## config.mk

```make
export PLATFORM = sky130hd
export DESIGN_NAME = multicycle_seq
export DESIGN_NICKNAME = d
export VERILOG_FILES = /design/src/rtl/multicycle_seq_pkg.sv /design/src/rtl/multicycle_seq_watchdog.sv /design/src/rtl/multicycle_seq.sv
export SDC_FILE = /design/constraint.sdc
export NUM_CORES = 1
export LEC_CHECK = 0
export BUFFER_PORTS_ARGS = -buffer_cell sky130_fd_sc_hd__clkbuf_2
export CAP_MARGIN = 20
export CORE_MARGIN = 1.5
export CORE_UTILIZATION = 30
export CTS_CLUSTER_SIZE = 40
export DETAILED_ROUTE_END_ITERATION = 16
export GPL_TIMING_DRIVEN = 0
export PLACE_DENSITY = 0.51
export REMOVE_ABC_BUFFERS = 1
export SLEW_MARGIN = 5
export SYNTH_ARGS = -nofsm -noshare
export SYNTH_HDL_FRONTEND = slang
export SYNTH_SLANG_ARGS = --single-unit
```

## constraint.sdc

```tcl
create_clock -name i_clk -period 2.5 [get_ports i_clk]
set_input_delay 0.125 -clock i_clk [delete_from_list [all_inputs] [get_ports i_clk]]
set_output_delay 0.125 -clock i_clk [all_outputs]
set_load 0.005 [all_outputs]
```

## src/rtl/multicycle_seq_pkg.sv

```systemverilog
// Shared definitions for the multi-cycle sequencer: state encoding and reset PC.
package multicycle_seq_pkg;

  localparam int          SEQ_STATE_WIDTH = 3;
  localparam logic [31:0] SEQ_RESET_PC    = 32'h8000_0000;

  typedef enum logic [SEQ_STATE_WIDTH-1:0] {
    SEQ_FETCH    = 3'd0,
    SEQ_IF_WAIT  = 3'd1,
    SEQ_EXEC     = 3'd2,
    SEQ_MEM_REQ  = 3'd3,
    SEQ_MEM_WAIT = 3'd4,
    SEQ_WB       = 3'd5,
    SEQ_HALT     = 3'd6
  } seq_state_e;

endpackage

```

## src/rtl/multicycle_seq_watchdog.sv

```systemverilog
// Handshake watchdog: counts enabled cycles and flags the TIMEOUT-th one.
// TIMEOUT of 0 disables the terminal-count output.
module multicycle_seq_watchdog #(
  parameter int TIMEOUT = 255
) (
  input  logic i_clk,
  input  logic i_rst,
  input  logic i_clr,
  input  logic i_en,
  output logic o_tc
);

  localparam int            CW     = (TIMEOUT > 1) ? $clog2(TIMEOUT) : 1;
  localparam logic [CW-1:0] TC_VAL = CW'((TIMEOUT > 0) ? TIMEOUT - 1 : 0);

  logic [CW-1:0] cnt;

  always_ff @(posedge i_clk or negedge i_rst) begin
    if (!i_rst) begin
      cnt <= '0;
    end else if (i_clr) begin
      cnt <= '0;
    end else if (i_en) begin
      cnt <= cnt + CW'(1);
    end
  end

  assign o_tc = (TIMEOUT != 0) && i_en && (cnt == TC_VAL);

endmodule

```

## src/rtl/multicycle_seq.sv

```systemverilog
// Multi-cycle fetch/execute/memory/writeback sequencer with valid/ready
// handshakes, retire/cycle counters, bus-timeout watchdog and halt.
//
// state        | meaning
// -------------+--------------------------------------------------
// SEQ_FETCH    | fetch request on o_if_addr, waiting for i_if_ready
// SEQ_IF_WAIT  | fetch accepted, waiting for i_if_rvalid
// SEQ_EXEC     | decode/ALU settle, pick next phase
// SEQ_MEM_REQ  | data request valid, waiting for i_mem_ready
// SEQ_MEM_WAIT | data request accepted, waiting for i_mem_rvalid
// SEQ_WB       | regfile write, PC update, retire
// SEQ_HALT     | ebreak or bus timeout; absorbing until reset
module multicycle_seq
  import multicycle_seq_pkg::*;
#(
  parameter int                   CPU_WIDTH = 32,
  parameter int                   INS_WIDTH = 32,
  parameter logic [CPU_WIDTH-1:0] RESET_PC  = CPU_WIDTH'(SEQ_RESET_PC),
  parameter int                   CNT_WIDTH = 64,
  parameter int                   TIMEOUT   = 255
) (
  input  logic                 i_clk,
  input  logic                 i_rst,
  input  logic [CPU_WIDTH-1:0] i_next_pc,
  input  logic                 i_idu_lden,
  input  logic                 i_idu_sten,
  input  logic                 i_idu_rd_wren,
  input  logic                 i_idu_ebreak,
  output logic                 o_if_valid,
  output logic [CPU_WIDTH-1:0] o_if_addr,
  input  logic                 i_if_ready,
  input  logic                 i_if_rvalid,
  input  logic [INS_WIDTH-1:0] i_if_rdata,
  output logic [INS_WIDTH-1:0] o_ir,
  output logic [CPU_WIDTH-1:0] o_pc,
  output logic                 o_mem_valid,
  output logic                 o_mem_wr,
  input  logic                 i_mem_ready,
  input  logic                 i_mem_rvalid,
  output logic                 o_rf_we,
  output logic                 o_rf_sel_mem,
  output logic                 o_retire,
  output logic                 o_halt,
  output logic                 o_err,
  output logic [CNT_WIDTH-1:0] o_cycle,
  output logic [CNT_WIDTH-1:0] o_instret
);

  seq_state_e state_q, state_d;

  logic ir_load;
  logic retire_d;
  logic timeout_d;
  logic if_tc, mem_tc;
  logic if_wd_en, mem_wd_en, wd_clr;

  assign if_wd_en  = (state_q == SEQ_FETCH)   || (state_q == SEQ_IF_WAIT);
  assign mem_wd_en = (state_q == SEQ_MEM_REQ) || (state_q == SEQ_MEM_WAIT);
  assign wd_clr    = (state_d != state_q);

  multicycle_seq_watchdog #(.TIMEOUT(TIMEOUT)) u_if_wd (
    .i_clk (i_clk),
    .i_rst (i_rst),
    .i_clr (wd_clr),
    .i_en  (if_wd_en),
    .o_tc  (if_tc)
  );

  multicycle_seq_watchdog #(.TIMEOUT(TIMEOUT)) u_mem_wd (
    .i_clk (i_clk),
    .i_rst (i_rst),
    .i_clr (wd_clr),
    .i_en  (mem_wd_en),
    .o_tc  (mem_tc)
  );

  assign o_if_addr = o_pc;

  // A completed handshake wins over a watchdog expiry in the same cycle.
  always_comb begin
    state_d      = state_q;
    o_if_valid   = 1'b0;
    o_mem_valid  = 1'b0;
    o_mem_wr     = 1'b0;
    o_rf_we      = 1'b0;
    o_rf_sel_mem = 1'b0;
    ir_load      = 1'b0;
    retire_d     = 1'b0;
    timeout_d    = 1'b0;
    case (state_q)
      SEQ_FETCH: begin
        o_if_valid = 1'b1;
        if (i_if_ready && i_if_rvalid) begin
          ir_load = 1'b1;
          state_d = SEQ_EXEC;
        end else if (i_if_ready) begin
          state_d = SEQ_IF_WAIT;
        end else if (if_tc) begin
          timeout_d = 1'b1;
          state_d   = SEQ_HALT;
        end
      end
      SEQ_IF_WAIT: begin
        if (i_if_rvalid) begin
          ir_load = 1'b1;
          state_d = SEQ_EXEC;
        end else if (if_tc) begin
          timeout_d = 1'b1;
          state_d   = SEQ_HALT;
        end
      end
      SEQ_EXEC: begin
        if (i_idu_ebreak) begin
          retire_d = 1'b1;
          state_d  = SEQ_HALT;
        end else if (i_idu_lden || i_idu_sten) begin
          state_d = SEQ_MEM_REQ;
        end else begin
          state_d = SEQ_WB;
        end
      end
      SEQ_MEM_REQ: begin
        o_mem_valid = 1'b1;
        o_mem_wr    = i_idu_sten;
        if (i_mem_ready && i_mem_rvalid) begin
          state_d = SEQ_WB;
        end else if (i_mem_ready) begin
          state_d = SEQ_MEM_WAIT;
        end else if (mem_tc) begin
          timeout_d = 1'b1;
          state_d   = SEQ_HALT;
        end
      end
      SEQ_MEM_WAIT: begin
        if (i_mem_rvalid) begin
          state_d = SEQ_WB;
        end else if (mem_tc) begin
          timeout_d = 1'b1;
          state_d   = SEQ_HALT;
        end
      end
      SEQ_WB: begin
        o_rf_we      = (i_idu_rd_wren | i_idu_lden) & ~i_idu_sten;
        o_rf_sel_mem = i_idu_lden;
        retire_d     = 1'b1;
        state_d      = SEQ_FETCH;
      end
      SEQ_HALT: state_d = SEQ_HALT;
      default:  state_d = SEQ_FETCH;
    endcase
  end

  always_ff @(posedge i_clk or negedge i_rst) begin
    if (!i_rst) begin
      state_q   <= SEQ_FETCH;
      o_pc      <= RESET_PC;
      o_ir      <= '0;
      o_retire  <= 1'b0;
      o_halt    <= 1'b0;
      o_err     <= 1'b0;
      o_cycle   <= '0;
      o_instret <= '0;
    end else begin
      state_q  <= state_d;
      o_retire <= retire_d;
      if (ir_load) begin
        o_ir <= i_if_rdata;
      end
      if (state_q == SEQ_WB) begin
        o_pc <= i_next_pc;
      end
      if (retire_d) begin
        o_instret <= o_instret + CNT_WIDTH'(1);
      end
      if (state_q != SEQ_HALT) begin
        o_cycle <= o_cycle + CNT_WIDTH'(1);
      end
      if (state_d == SEQ_HALT) begin
        o_halt <= 1'b1;
      end
      if (timeout_d) begin
        o_err <= 1'b1;
      end
    end
  end

endmodule

```

Word-level counts from Yosys, hierarchy flattened
Cells that the tools add are included.

Register bits after elaboration: 214. Input port bits: 74.

Add/subtract/negate cells: 4. Equal/unequal tests: 11. Mux-type cells: 34. Bitwise gates (word level): 3. Reductions and logical operators: 10.

Operators with widths (count): $add A64 B1 Y64 const B (2); $mux W8 (4); $mux W3 (10); $pmux W3 S6 (1); $add A8 B1 Y8 const B (2); $eq A8 B8 Y1 const B (2); $mux W1 (16); $eq A3 B3 Y1 const B (4); $eq A3 B2 Y1 const B (2); $logic_and A1 B1 Y1 (4); $pmux W1 S2 (2); $pmux W1 S4 (1); $reduce_bool A2 Y1 (2); $eq A3 B1 Y1 const B (1); $logic_not A3 Y1 (1); $logic_or A1 B1 Y1 (3); $ne A3 B3 Y1 (1); $ne A3 B3 Y1 const B (1); $and A1 B1 Y1 (1); $not A1 Y1 (1); $or A1 B1 Y1 (1).

Longest topological paths before layout
Gate-level depths: netlist (run 1).

Depth after elaboration: 9. Depth in mapped cells: 8.

Modules after synthesis
From an unflattened synthesis (run 1), not the netlist that was laid out.

Cell total of the unflattened synthesis: 874. Area total of the unflattened synthesis: 9849.4 um^2.

By module, submodules not included: multicycle_seq (times used 1, cells an instance 792, area an instance 9026.2 um^2, seq. area each 4956.0 um^2); multicycle_seq_watchdog (times used 2, cells an instance 41, area an instance 411.6 um^2, seq. area each 200.2 um^2).

Least setup slack after synthesis (run 1)
OpenSTA, ideal clock, no wires.

Kind: flip-flop to flip-flop. From: register state_q[1]. To: register u_if_wd.cnt[5]. Arrival time: 1.867 ns. Slack: 0.514 ns. Stages on the path, launching flop included: 7. Buffers on the path: 1. Path through: dfrtp_1 or2_4 a2111oi_4 and4b_1 o32ai_2 buf_4 nor2_1.

Cells in the longest elaborated chain, start to end: 9.

RTL lines: start, declared (RTL line multicycle_seq.sv:49) `seq_state_e state_q, state_d;`; start signal, assigned (RTL line multicycle_seq.sv:164) `state_q <= state_d;`; $eq A3 B2 Y1, or another cell as far along (RTL line multicycle_seq.sv:58, multicycle_seq.sv:90); $logic_or A1 B1 Y1 (on tied branches) (RTL line multicycle_seq.sv:58, multicycle_seq.sv:57); $logic_and A1 B1 Y1 (RTL line multicycle_seq_watchdog.sv:28) `assign o_tc = (TIMEOUT != 0) && i_en && (cnt == TC_VAL);`; $mux W3 (on tied branches); $mux W3 (on tied branches) (RTL line multicycle_seq.sv:127, multicycle_seq.sv:96); $mux W3 (on tied branches) (RTL line multicycle_seq.sv:125, multicycle_seq.sv:93); $pmux W3 S6 (RTL line multicycle_seq.sv:90) `case (state_q)`; $ne A3 B3 Y1 (RTL line multicycle_seq.sv:59) `assign wd_clr = (state_d != state_q);`; $mux W8 or $reduce_bool A2 Y1 (tied branches); end signal, assigned (RTL line multicycle_seq_watchdog.sv:24) `cnt <= cnt + CW'(1);`; end, declared (RTL line multicycle_seq_watchdog.sv:16) `logic [CW-1:0] cnt;`.

Parallel ways exist; a longest one is shown, timed or not. A chain may end at the register's enable or synchronous reset.

Worst setup path in the final report (run 1)
From: register state_q[1]. To: register o_instret[62].

Cells in the longest elaborated chain, start to end: 2.

RTL lines: $eq A3 B3 Y1 or $eq A3 B2 Y1 (tied branches) (RTL line multicycle_seq.sv:90); $pmux W1 S2 (*) (RTL line multicycle_seq.sv:90); end signal, assigned (RTL line multicycle_seq.sv:173) `o_instret <= o_instret + CNT_WIDTH'(1);`; end, declared (RTL line multicycle_seq.sv:46) `output logic [CNT_WIDTH-1:0] o_instret`.

Every way passes the cells marked *; elsewhere a longest branch is shown, timed or not.

==> out/metrics.yaml, run 1 <==
power:
  swShare_pct: 31.2
  p_leak_nw: 6.73
  p_sw_mw: 3.62
  p_clk_share_pct: 32.4
  p_seq_share_pct: 41.3
  ir_drop_mv: 0.554
  combPwrFrac_pct: 26.3
  p_int_mw: 7.99
  power.density_nw_per_um2: 862
route:
  wirelength_mm: 25.8
  vias: 7834
  drt_iter0_drc: 409
  drtAntennaViolNets: 0
  dr.pass1.iters: 6
  vias_per_cell: 4.50
  routedWlPerCell_um: 14.8
  drc: 0
floorplanning:
  die_y_um: 185
  die_x_um: 185
  rows: 66
  core_area_sq_um: 32600
  die_area_sq_um: 34300
  io_pins: 306
  initial_core_util_pct: 30.5
sta:
  finalSetupViolations: 0
  fin_crit_ns: 2.27
  tightest_slew_ns: 0.568
  rsz0062_at_grt: "false"
  finalClockSkew_ns: 0.0160
  finalHoldViolations: 0
  clock.fmax_mhz: 440
  slew_viol_final: 0
  holdWs_ns: 0.0513
  period_share_pct: 90.9
  relSlewSlack_pct: 62.2
synth:
  netlist_area_sq_um: 9950
  ys_seq_elements: 214
  yosys.area.top_type_share_pct: 53.6
  synthArstFlopShare_pct: 100
  netlist_instances: 921
  post_synth.cell_area_avg_sq_um: 10.8
  yosysSeqAreaShare_pct: 53.8
  synth_area_leaders: "dfrtp_1 54%, xor2_1 6.3%, nand2_1 6.0%"
  synth_largest_area_cell: "dfrtp_1"
  yosysWarnings: 0
  synthFlopType: "dfrtp_1"
  synth_cell_types: 55
  synth-edff-count: 0
worst_setup_path:
  crit_end: "o_instret[62]$_DFFE_PN0P_"
  r2r_start: "state_q[1]$_DFF_PN0_"
  cp.arrival_ns: 2.72
  crit_buf_inv: 3
  cp_data_required_time_ns: 2.95
  r2r_end: "o_instret[62]$_DFFE_PN0P_"
  reg2reg_depth: 8
  worstPathMaxFanout: 16
  cp_slowest_cell: "dfrtp_2"
  startpoint_type: "flip-flop"
  crit_path_max_incr_delay_ns: 0.48
  crit_path_frequent_cell: "buf_8"
  cp-end-kind: "flip-flop"
  path_delay_family: "simple AND/OR/NAND/NOR gates"
  cp-startpoint: "state_q[1]$_DFF_PN0_"
  critical_path_class: "flip-flop to flip-flop"
  path_depth: 8
  path_cells: "nand3b_1, buf_8, buf_8, a21oi_2, nand4_1, buf_4, nor4_2, xor2_1"
  rrSetupSlack_ns: 0.23
layout:
  mostFrequentLayoutCells: "304 x clkbuf_2, 210 x dfrtp_1, 159 x nand2_1"
  diodes: 0
  fin_util_pct: 41.3
  drive_above_1_share_pct: 33.6
  layout_commonest_cell: "clkbuf_2"
  synthToLayoutAreaGrowth_pct: 35.4
  num-nets-final: 1361
clock_tree:
  htreeDepth: 1
  numClockSinks: 214
  cts_root_buf: "clkbuf_16"
  ctsLongestPathBuffers: 3
  numCtsBuffers: 26
  cts_tree: "done"
  cts.clk_slew.worst_paths_ns: 0.06
  clock_latency_ns: 0.53
run:
  cap_violations: 0
global_route:
  grt_pass1_vias: 7583
  grt_pass1_wl_mm: 40.8
  grt_util_all_layers_pct: 14.8
  globalRoute.totalOverflow: 0
  grt_max_degree: 101
  antenna_found_initial: 0
placed_design:
  place_congestion: 0.773
  dpl.hpwl_mm: 18.5
  port_buffers: 305
hold_path:
  worstHoldPathType: "input pin to async pin"
run_status:
  status: "completed"
-- worst reg2reg max path, delay by kind of cell (launching register included) --
| kind | cells | cell delay (ns) |
|---|---|---|
| XOR/XNOR | 1 | 0.16 |
| AO/OA/AOI/OAI | 1 | 0.24 |
| flip-flops | 1 | 0.48 |
| AND/OR/NAND/NOR | 3 | 0.72 |
| buffers and inverters | 3 | 0.60 |
-- per-layer routing --
layer | global-route usage, % | wire [um]
met2 | 23.8 | 12000
met5 | 0 | 0
met3 | 3.01 | 1240
met4 | 4.20 | 650
met1 | 20.2 | 11900
-- logic make-up after synthesis --
logic type,after synthesis,synth area share [%]
flip-flops,214,53.8
buffers and inverters,84,4.68
AO/OA/AOI/OAI,31,2.43
AND/OR/NAND/NOR,412,22.1
multiplexers,34,3.85
adder cells (fa/ha/maj),6,0.755
XOR/XNOR,140,12.3
-- what timing repair did --
action                                  4_1_cts  5_1_grt
setup buffers                                 7        5
cloned                                        0        0
gates resized for setup                       4        3
pin swaps                                     4        0
endpoints found under the setup margin       75       17
hold endpoints to repair                    279        0
hold buffers                                 66        0
-- worst min-delay path by stage --
stage,to,slack (ns),start,cells past startpoint
final,o_instret[23]$_DFFE_PN0P_,0.05,i_rst,2
after global routing,o_instret[27]$_DFFE_PN0P_,0.06,i_rst,2
after CTS,o_err$_DFFE_PN0P_,0.02,i_mem_ready,4
after detailed placement,o_instret[23]$_DFFE_PN0P_,0.04,i_rst,1
after global placement,o_if_addr[31]$_DFFE_PN1P_,0.30,i_next_pc[31],3
after floorplan,o_cycle[0]$_DFFE_PN0P_,-0.17,i_rst,0
-- state kept, by name (all words and copies together), names as in the netlist --
name / flops
u_mem_wd.cnt: 8
o_cycle: 64
o_instret: 64
o_err: 1
state_q: 3
o_if_addr: 32
o_halt: 1
o_ir: 32
o_retire: 1
u_if_wd.cnt: 8
-- cell type report --
cell class	instances	area, sq um
Multi-Input combinational cell	623	4170
Sequential cell	214	5360
Inverter	25	93.8
Clock inverter	8	72.6
Timing Repair Buffer	391	2430
Tap cell	442	553
Fill cell	3236	19200
Clock buffer	39	791
-- synthesized netlist by cell type, drive strengths merged, types with 2 or more instances --
cell	n
nor4	24
nand2	159
nor3	37
o21ai	5
and4	13
xnor2	68
or2	4
a21o	3
buf	43
a21oi	6
nor2	55
or4	2
o211ai	2
o32ai	2
nand4	36
o22ai	2
nor3b	4
a211oi	5
xor2	72
mux2	34
nand3	45
and3	17
inv	25
dfrtp	213
nand3b	3
and2	7
clkbuf	16
ha	6
-- per-stage QoR --
stage	area [sq um]	std cells	total power, mW	setup WS, ns	setup TNS [ns]
CTS	13400	1737	11.7	0.0309	0
finish	13500	1742	11.6	0.229	0
global placement	11700	1609	7.61	-3.30	-879.03
floorplan	9580	862	6.08	-0.233	-11.41
detailed placement	11800	1617	7.72	-0.958	-36.52
global route	13500	1742	12.3	0.0377	0
-- power by group through the flow --
stage               combinational [mW]  sequential (mW)  clock [mW]
floorplan                         1.26             4.82           0
global placement                  2.78             4.83           0
detailed placement                2.87             4.85           0
CTS                               3.04             4.79        3.89
global route                      3.36             4.89        4.05
finish                            3.06             4.79        3.76
(Power assumes the default switching activity.)
==> run 2: changes to the inputs <==
--- a/config.mk
+++ b/config.mk
@@ -8,11 +8,12 @@
 export BUFFER_PORTS_ARGS = -buffer_cell sky130_fd_sc_hd__clkbuf_2
 export CAP_MARGIN = 20
 export CORE_MARGIN = 1.5
-export CORE_UTILIZATION = 30
+export CORE_UTILIZATION = 52
 export CTS_CLUSTER_SIZE = 40
 export DETAILED_ROUTE_END_ITERATION = 16
+export GPL_ROUTABILITY_DRIVEN = 0
 export GPL_TIMING_DRIVEN = 0
-export PLACE_DENSITY = 0.51
+export PLACE_DENSITY = 0.81
 export REMOVE_ABC_BUFFERS = 1
 export SLEW_MARGIN = 5
 export SYNTH_ARGS = -nofsm -noshare
==> out/metrics.yaml, run 2 (synthesized netlist as in run 1, its figures left out) <==
clock_tree:
  cts_tree: "done"  # unchanged
  numClockSinks: 214  # unchanged
  numCtsBuffers: 23  # was 26
  cts_root_buf: "clkbuf_16"  # unchanged
  clock_latency_ns: 0.51  # was 0.53 ns
  htreeDepth: 1  # unchanged
  cts.clk_slew.worst_paths_ns: 0.06  # about the same
  ctsLongestPathBuffers: 3  # unchanged
run_status:
  status: "completed"  # unchanged
layout:
  fin_area_sq_um: 13100  # was 13500 sq um
  num-nets-final: 1350  # was 1361
  diodes: 0  # unchanged
  fin_util_pct: 69.8  # was 41.3%
  synthToLayoutAreaGrowth_pct: 31.2  # was 35.4%
  reg_top3: "o_cycle (64), o_instret (64)"  # unchanged
  final_cell_count_no_fill: 1519  # was 1742
  mostFrequentLayoutCells: "304 x clkbuf_2, 212 x dfrtp_1, 159 x nand2_1"  # was 304 x clkbuf_2, 210 x dfrtp_1, 159 x nand2_1
  fill_cells: 1297  # was 3236
  layout_commonest_cell: "clkbuf_2"  # unchanged
  drive_above_1_share_pct: 33.0  # was 33.6%
sta:
  tns_ns: 0  # unchanged
  slew_viol_final: 0  # unchanged
  finalClockSkew_ns: 0.0167  # was 0.0160 ns
  tightest_slew_ns: 1.01  # was 0.568 ns
  relSlewSlack_pct: 32.6  # was 62.2%
  fin_crit_ns: 2.41  # was 2.27 ns
  finalHoldViolations: 0  # unchanged
  finalSetupViolations: 0  # unchanged
  rsz0062_at_grt: "false"  # unchanged
  clock.fmax_mhz: 414  # was 440 MHz
  period_share_pct: 96.6  # was 90.9%
run:
  cap_violations: 0  # unchanged
placed_design:
  place_inst: 1406  # was 1617
  port_buffers: 305  # unchanged
  placed_area_sq_um: 11500  # was 11800 sq um
  dpl.hpwl_mm: 17.2  # was 18.5 mm
power:
  p_sw_mw: 3.65  # was 3.62 mW
  p_clk_share_pct: 31.0  # was 32.4%
  swShare_pct: 31.8  # was 31.2%
  ir_drop_mv: 0.708  # was 0.554 mV
  p_leak_nw: 6.66  # was 6.73 nW
  p_seq_share_pct: 42.3  # was 41.3%
  power.density_nw_per_um2: 877  # was 862 nW/um^2
  p_int_mw: 7.81  # was 7.99 mW
  combPwrFrac_pct: 26.7  # was 26.3%
  finalPower_mw: 11.5  # was 11.6 mW
worst_setup_path:
  worstPathMaxFanout: 21  # was 16
  critical_path_class: "flip-flop to flip-flop"  # unchanged
  path_delay_family: "simple AND/OR/NAND/NOR gates"  # unchanged
  cp_slowest_cell: "dfrtp_1"  # was dfrtp_2
  cp.arrival_ns: 2.84  # was 2.72 ns
  startpoint_type: "flip-flop"  # unchanged
  path_cells: "nand3b_1, buf_8, a21oi_2, nand4_1, buf_4, nor4_1, xor2_1"  # was nand3b_1, buf_8, buf_8, a21oi_2, nand4_1, buf_4, nor4_2, xor2_1
  crit_buf_inv: 2  # was 3
  cp-end-kind: "flip-flop"  # unchanged
  cp_data_required_time_ns: 2.92  # was 2.95 ns
  crit_path_max_incr_delay_ns: 0.61  # was 0.48 ns
floorplanning:
  core_area_sq_um: 18700  # was 32600 sq um
  rows: 50  # was 66
  die_y_um: 141  # was 185 um
  io_pins: 306  # unchanged
  die_area_sq_um: 20000  # was 34300 sq um
  initial_core_util_pct: 53.2  # was 30.5%
  die_x_um: 141  # was 185 um
global_route:
  antenna_found_initial: 0  # unchanged
  grt_max_degree: 105  # was 101
  grt_util_all_layers_pct: 25.9  # was 14.8%
  globalRoute.totalOverflow: 0  # unchanged
  grt_pass1_wl_mm: 41.6  # was 40.8 mm
  grt_pass1_vias: 8023  # was 7583
route:
  drt_iter0_drc: 454  # was 409
  wirelength_mm: 25.9  # was 25.8 mm
  vias_per_cell: 5.39  # was 4.50
  drtAntennaViolNets: 0  # unchanged
  dr.pass1.iters: 5  # was 6
  vias: 8193  # was 7834
  drc: 0  # unchanged
  routedWlPerCell_um: 17.1  # was 14.8 um
hold_path:
  worstHoldPathType: "input pin to async pin"  # unchanged
[run 2: cell count changes in the layout (fill, tap and decap cells not counted), moves of 3 or more]
cell and change:
bufinv_16 +3, clkbuf_16 -4, clkinv_4 +3, clkbuf_1 -5, buf_4 -7, clkbuf_8 -5
[run 2: what timing repair did]
action	4_1_cts	5_1_grt
hold buffers	66	0
pin swaps	2	2
setup endpoints to repair	70	25
hold endpoints to repair	280	0
resized for setup	1	3
setup buffers	5	2
[run 2: per-stage QoR]
stage	hold slack, ns	worst slack [ns]
2_1_floorplan	-0.171	-0.233
3_3_place_gp	0.299	-2.82
3_5_place_dp	-0.0173	-0.783
4_1_cts	0.0189	0.0148
5_1_grt	0.0321	0.0307
6_report	0.0451	0.0859
[run 2: worst paths after layout]
kind                                         startpoint                         to  slack, ns  cells after the start
max in group asynchronous                         i_rst    o_cycle[34]$_DFFE_PN0P_       1.73                      3
worst min-delay path                              i_rst  o_if_addr[30]$_DFFE_PN0P_       0.05                      2
worst max register to register     state_q[0]$_DFF_PN0_  o_instret[62]$_DFFE_PN0P_       0.09                      7
worst min register to register  o_cycle[63]$_DFFE_PN0P_    o_cycle[63]$_DFFE_PN0P_       0.47                      1
min in group i_clk                          i_mem_ready          o_err$_DFFE_PN0P_       0.05                      4
worst max-delay path               state_q[0]$_DFF_PN0_  o_instret[62]$_DFFE_PN0P_       0.09                      7
[run 2: power by group through the flow]
stage	logic [mW]	clock network, mW	registers [mW]
5_1_grt	3.31	3.74	4.92
6_report	3.05	3.55	4.85
3_5_place_dp	2.81	0	4.85
3_3_place_gp	2.70	0	4.82
4_1_cts	2.94	3.61	4.80
2_1_floorplan	1.26	0	4.82
[run 2: area by class of cell]
| type | count | area, sq um | area share, % |
|---|---|---|---|
| multi-input combinational | 623 | 4160 | 31.9 |
| clock inverter | 15 | 191 | 1.47 |
| clock buffer | 25 | 603 | 4.62 |
| tap | 234 | 293 | 2.24 |
| inverter | 25 | 93.8 | 0.719 |
| sequential | 214 | 5360 | 41.0 |
| timing repair buffer | 383 | 2350 | 18.0 |
[run 2: metal layers]
metal,global-route usage (%),vias up,wire (um)
met3,4.05,78,1370
met4,9.59,0,892
met5,0,-,0
li1,-,3789,-
met2,43.2,290,12800
met1,34.5,4036,10800
